===== config.mk =====
export PLATFORM = sky130hd
export DESIGN_NAME = rho_rotate
export DESIGN_NICKNAME = d
export VERILOG_FILES = /design/src/rtl/rho_pkg.sv /design/src/rtl/rho_slice_gather.sv /design/src/rtl/rho_rotate.sv
export SDC_FILE = /design/constraint.sdc
export NUM_CORES = 2
export LEC_CHECK = 0
export ABC_AREA = 0
export CELL_PAD_IN_SITES_DETAIL_PLACEMENT = 1
export CELL_PAD_IN_SITES_GLOBAL_PLACEMENT = 1
export CORE_AREA = 2 2 407 288
export CTS_CLUSTER_SIZE = 28
export DETAILED_ROUTE_END_ITERATION = 8
export DIE_AREA = 0 0 409 290
export GPL_ROUTABILITY_DRIVEN = 0
export PLACE_DENSITY = 0.76
export SLEW_MARGIN = 10
export SYNTH_ARGS = -nofsm -noshare
export SYNTH_HDL_FRONTEND = slang
export SYNTH_SLANG_ARGS = --single-unit

===== constraint.sdc =====
create_clock -name clk -period 7.6 [get_ports clk]
set_clock_uncertainty 0.05 [all_clocks]
set_input_delay 1.14 -clock clk [delete_from_list [all_inputs] [get_ports clk]]
set_output_delay 1.14 -clock clk [all_outputs]
set_load 0.03 [all_outputs]

===== src/rtl/rho_pkg.sv =====
// Shared types and constants for the Keccak rho slice-stream stage.
// Provides slice width, default lane length, FSM states and rotation offsets.
package rho_pkg;

  localparam int SW   = 25;
  localparam int LANE = 64;

  typedef enum logic [1:0] {
    IDLE,
    LOAD,
    EMIT,
    DONE
  } rho_state_t;

  // Rotation offset per lane, indexed by i = 5*y + x.
  localparam int RHO_OFF [SW] = '{
     0,  1, 62, 28, 27,
    36, 44,  6, 55, 20,
     3, 10, 43, 25, 39,
    41, 45, 15, 21,  8,
    18,  2, 61, 56, 14
  };

  // Source slice feeding bit i of output slice z.
  function automatic int unsigned rho_src(
    input int unsigned z,
    input int unsigned i,
    input int unsigned lane = LANE
  );
    int unsigned off;
    off = RHO_OFF[i] % lane;
    return (z + lane - off) % lane;
  endfunction

endpackage


===== src/rtl/rho_slice_gather.sv =====
// Combinational gather of one rotated slice from the buffered state.
// Ports: mem (LANE x SW slices), z (output slice index), slice (rotated slice).
module rho_slice_gather
  import rho_pkg::*;
#(
  parameter int N  = LANE,
  parameter int CW = $clog2(N)
) (
  input  logic [SW-1:0] mem [N],
  input  logic [CW-1:0] z,
  output logic [SW-1:0] slice
);

  for (genvar i = 0; i < SW; i++) begin : g_bit
    logic [CW-1:0] src;
    always_comb begin
      src      = CW'(rho_src(32'(z), i, N));
      slice[i] = mem[src][i];
    end
  end

endmodule


===== src/rtl/rho_rotate.sv =====
// Keccak rho stage: buffers LANE input slices, then streams LANE rotated slices.
// Ports: clk, rst, start, in, read, ready, out, totalReady.
module rho_rotate
  import rho_pkg::*;
#(
  parameter int N = LANE
) (
  input  logic          clk,
  input  logic          rst,
  input  logic          start,
  input  logic [SW-1:0] in,
  output logic          read,
  output logic          ready,
  output logic [SW-1:0] out,
  output logic          totalReady
);

  localparam int CW = $clog2(N);

  rho_state_t    state;
  logic [CW-1:0] cnt;
  logic [SW-1:0] mem [N];
  logic [SW-1:0] slice;
  logic          last;

  assign last = &cnt;

  always_ff @(posedge clk or posedge rst) begin
    if (rst) begin
      state      <= IDLE;
      cnt        <= '0;
      read       <= 1'b0;
      ready      <= 1'b0;
      totalReady <= 1'b0;
    end else begin
      unique case (state)
        IDLE: begin
          if (start) begin
            state <= LOAD;
            read  <= 1'b1;
          end
        end
        LOAD: begin
          cnt <= cnt + 1'b1;
          if (last) begin
            state <= EMIT;
            read  <= 1'b0;
            ready <= 1'b1;
          end
        end
        EMIT: begin
          cnt <= cnt + 1'b1;
          if (last) begin
            state      <= DONE;
            ready      <= 1'b0;
            totalReady <= 1'b1;
          end
        end
        DONE: begin
          state      <= IDLE;
          totalReady <= 1'b0;
        end
        default: state <= IDLE;
      endcase
    end
  end

  // Buffer has no reset; contents are always fully rewritten before use.
  always_ff @(posedge clk) begin
    if (state == LOAD) mem[cnt] <= in;
  end

  rho_slice_gather #(
    .N (N)
  ) u_gather (
    .mem   (mem),
    .z     (cnt),
    .slice (slice)
  );

  assign out = ready ? slice : '0;

endmodule

==> summary.md <==
| Metric | Value |
|---|---|
| # diodes | 0 |
| Vias per cell | 7.057 |
| Distinct cells, synth | 52 |
| Syn_nets | between 2000 and 3000 |
| Via count of the first global-routing pass | 32880 |
| Most common cell after layout, fill and taps aside | edfxtp_1 |
| Synthesized area | 0.06279 sq mm |
| Post-Synth Simple-Gate Area | 1.694% |
| CTS-repair resized insts | 0 |
| Cell Pwr Density | 384.0 mW/mm^2 |
| EDFF count, synth | 1600 |
| Antenna violations before repair | 4 |
| Share of cells above drive strength 1 | between 20% and 30% |
| Clk root buf | clkbuf_16 |
| P_leak | 21.83 nW |
| # rows | 104 |
| CTS clk-pin slew, worst paths | roughly 0.07 ns |
| Worst setup SP type | register |
| Synthesized flop and latch total | 1611 |
| Synth Area in Compound Gates | between 1.5 and 2% |
| Worst skew pair latency | approximately 0.79 ns |
| Peak Freq | 0.1556 GHz |
| Mux cell area share after synthesis | roughly 17% |
| Largest net degree at the start of global routing | between 100 and 150 |
| CP Launch Point | cnt[1] |
| Synth Area in XOR/XNOR | 0.7811% |
| Hold path depth | 2 |
| Final min period | 6.428 ns |
| Port buffer count | between 50 and 60 |
| Htree depth | 4 |
| Most frequent cells in the layout | edfxtp_1 (1600), mux4_2 (453), clkbuf_16 (150) |
| Filler cell count | 9184 |
| Util after Layout | approximately three fifths |
| Vias | between 30000 and 40000 |
| RSZ-0062 raised after global routing | false |
| Num CTS Buffers | between 100 and 150 |
| First-pass GRT wire length | 267800 um |
| Worst Tran Pin Value | 1.255 ns |
| Io pins | 56 |
| Clk sink count | 1611 |
| Overflow after GRT | 0 |
| Period utilization | a little over four fifths |
| Worst-path fanout max | 47 |
| Core area | about 0.11 sq mm |
| Result of the run | completed |
| Max VDD drop | 0.0003404 V |
| Asr flop ratio synth | 0.6828% |
| DPL Wire Length | 111800 um |
| Area Overhead vs Synth | 12.13% |
| Worst EP required | approximately 6.4 ns |
| Worst Path Arrival | 5.24 ns |
| DP Area | 0.06591 sq mm |
| Hold Crit Class | reg2reg |
| R2r worst-path depth | 6 |
| Min-delay src | read |
| Final Max Slew Viols | 0 |
| Cts hold-fix bufs | 0 |
| Setup repair bufs after CTS | 0 |
| Yosys warns | 0 |
| Largest family of logic cells by synthesized area | multiplexers |
| Mean Syn Cell Area | 22.90 sq um |
| Starting Density | between 50% and 60% |
| CTS tree | built |
| Synth Area in Adders | less than 1% |
| Setup Crit Path Kind | reg2out |
| Final hold violations | 0 |
| DRT Pass-1 Iters | 7 |
| Syn Inst Count | about 2700 |
| Chip width | 409 um |
| Element type at the critical path end | output port |
| Finished Cell Area | 0.07041 sq mm |
| DRT iter0 DRCs | 5329 |
| Sum Neg Setup Slack | 0 ns |
| Total track usage | 33.08% |
| Residual DRC | 0 |
| Worst rel slew slack | 16.32% |
| Antenna Nets Post-Route | 0 |
| Layout Nets | 2981 |
| Post-synth top flop | edfxtp_1 |
| Clock Tree Buf Depth | 3 |
| WL/cell | 42.15 um |
| Height of the chip | between 200 and 300 um |
| Die area | 0.1186 sq mm |
| FF-to-FF Start | cnt[1] |
| Sequential area share after synthesis | just under 80% |
| Final setup fails | 0 |
| Max-cap violations | 0 |
| WL final | 193100 um |
[synthesized netlist by cell type, types with 6 or more instances]
library cell  number  area, sq um
mux4_2           453        10200
dfrtp_1           11        275.3
and3_1             6        37.54
mux2i_1           66        660.6
nand2b_1           9        56.30
buf_2             36        180.2
a21oi_1           32        160.2
nand4_1           13        81.33
nor2_1            85        319.1
a2111oi_0          6        52.55
buf_4             28        210.2
o22ai_1           11        68.82
inv_1             16        60.06
a22oi_1           13        97.59
buf_1             10        37.54
a22o_1            12        105.1
ha_1              23        287.8
buf_6              8        90.09
nor2b_1           10        62.56
edfxtp_1        1600        48050
xnor2_1           51        446.7
o21ai_0           23        115.1
nand2_1           78        292.8
clkbuf_1          47        176.4
nand3_1           30        150.1
[per-layer routing]
| layer | up-vias | wire [um] | global-route usage [%] |
|---|---|---|---|
| met1 | 17340 | 71750 | 47.23 |
| li1 | 12020 | - | - |
| met4 | 8 | 8492 | 12.70 |
| met5 | - | 183 | 0.8420 |
| met2 | 2510 | 85270 | 47.29 |
| met3 | 456 | 27390 | 11.68 |
[registers in the layout, indices dropped and copies added (netlist names)]
signal / flops
mem: 1600
totalReady: 1
cnt: 6
state: 2
read: 1
ready: 1
[area by class of cell]
class / instances / area (sq um) / share of cell area [%]
Tap cell: 1537 / 1923 / 2.731
Clock inverter: 70 / 554.3 / 0.7872
Timing Repair Buffer: 169 / 1349 / 1.916
Inverter: 20 / 75.07 / 0.1066
Clock buffer: 192 / 3941 / 5.598
Sequential cell: 1611 / 48330 / 68.64
Multi-Input combinational cell: 982 / 14240 / 20.22
[report_power, final]
group / total [mW] / internal, mW / switching [mW]
Combinational: 9.82 / 4.18 / 5.64
Sequential: 10.1 / 9.99 / 0.0796
Clock: 7.14 / 3.87 / 3.27
[kinds of logic after synthesis]
kind of cell	after synthesis
multiplexers	523
flip-flops	1611
adder cells (fa/ha/maj)	23
XOR/XNOR	56
buffers and inverters	149
AO/OA/AOI/OAI	140
AND/OR/NAND/NOR	240
[through the flow]
step	instances	hold WS (ns)	power [mW]	setup slack [ns]
after floorplan	2742	0.4827	16.70	2.419
after global placement	4319	0.4912	19.60	2.108
after detailed placement	4319	0.5021	19.86	2.098
after CTS	4581	0.5246	26.95	1.221
after global routing	4581	0.5838	27.72	1.076
final	4581	0.5292	27.03	1.172
[worst max-delay path, stage by stage (launching register included)]
cell	delay, ns
dfrtp_4	0.48
inv_1	0.59
buf_4	0.39
ha_4	0.63
buf_12	0.36
mux4_2	0.40
mux4_2	0.50
mux2i_1	0.21
o22ai_1	0.18
clkdlybuf4s50_1	0.62
[final timing paths]
check / slack [ns] / end
max reg2reg: 3.04 / mem[151]
min reg2reg: 0.53 / read
min in group asynchronous: 0.75 / read
max: 1.17 / out[20]
max in group asynchronous: 6.17 / cnt[0]
min: 0.53 / read
No activity file was read; power rests on OpenSTA's default activity.
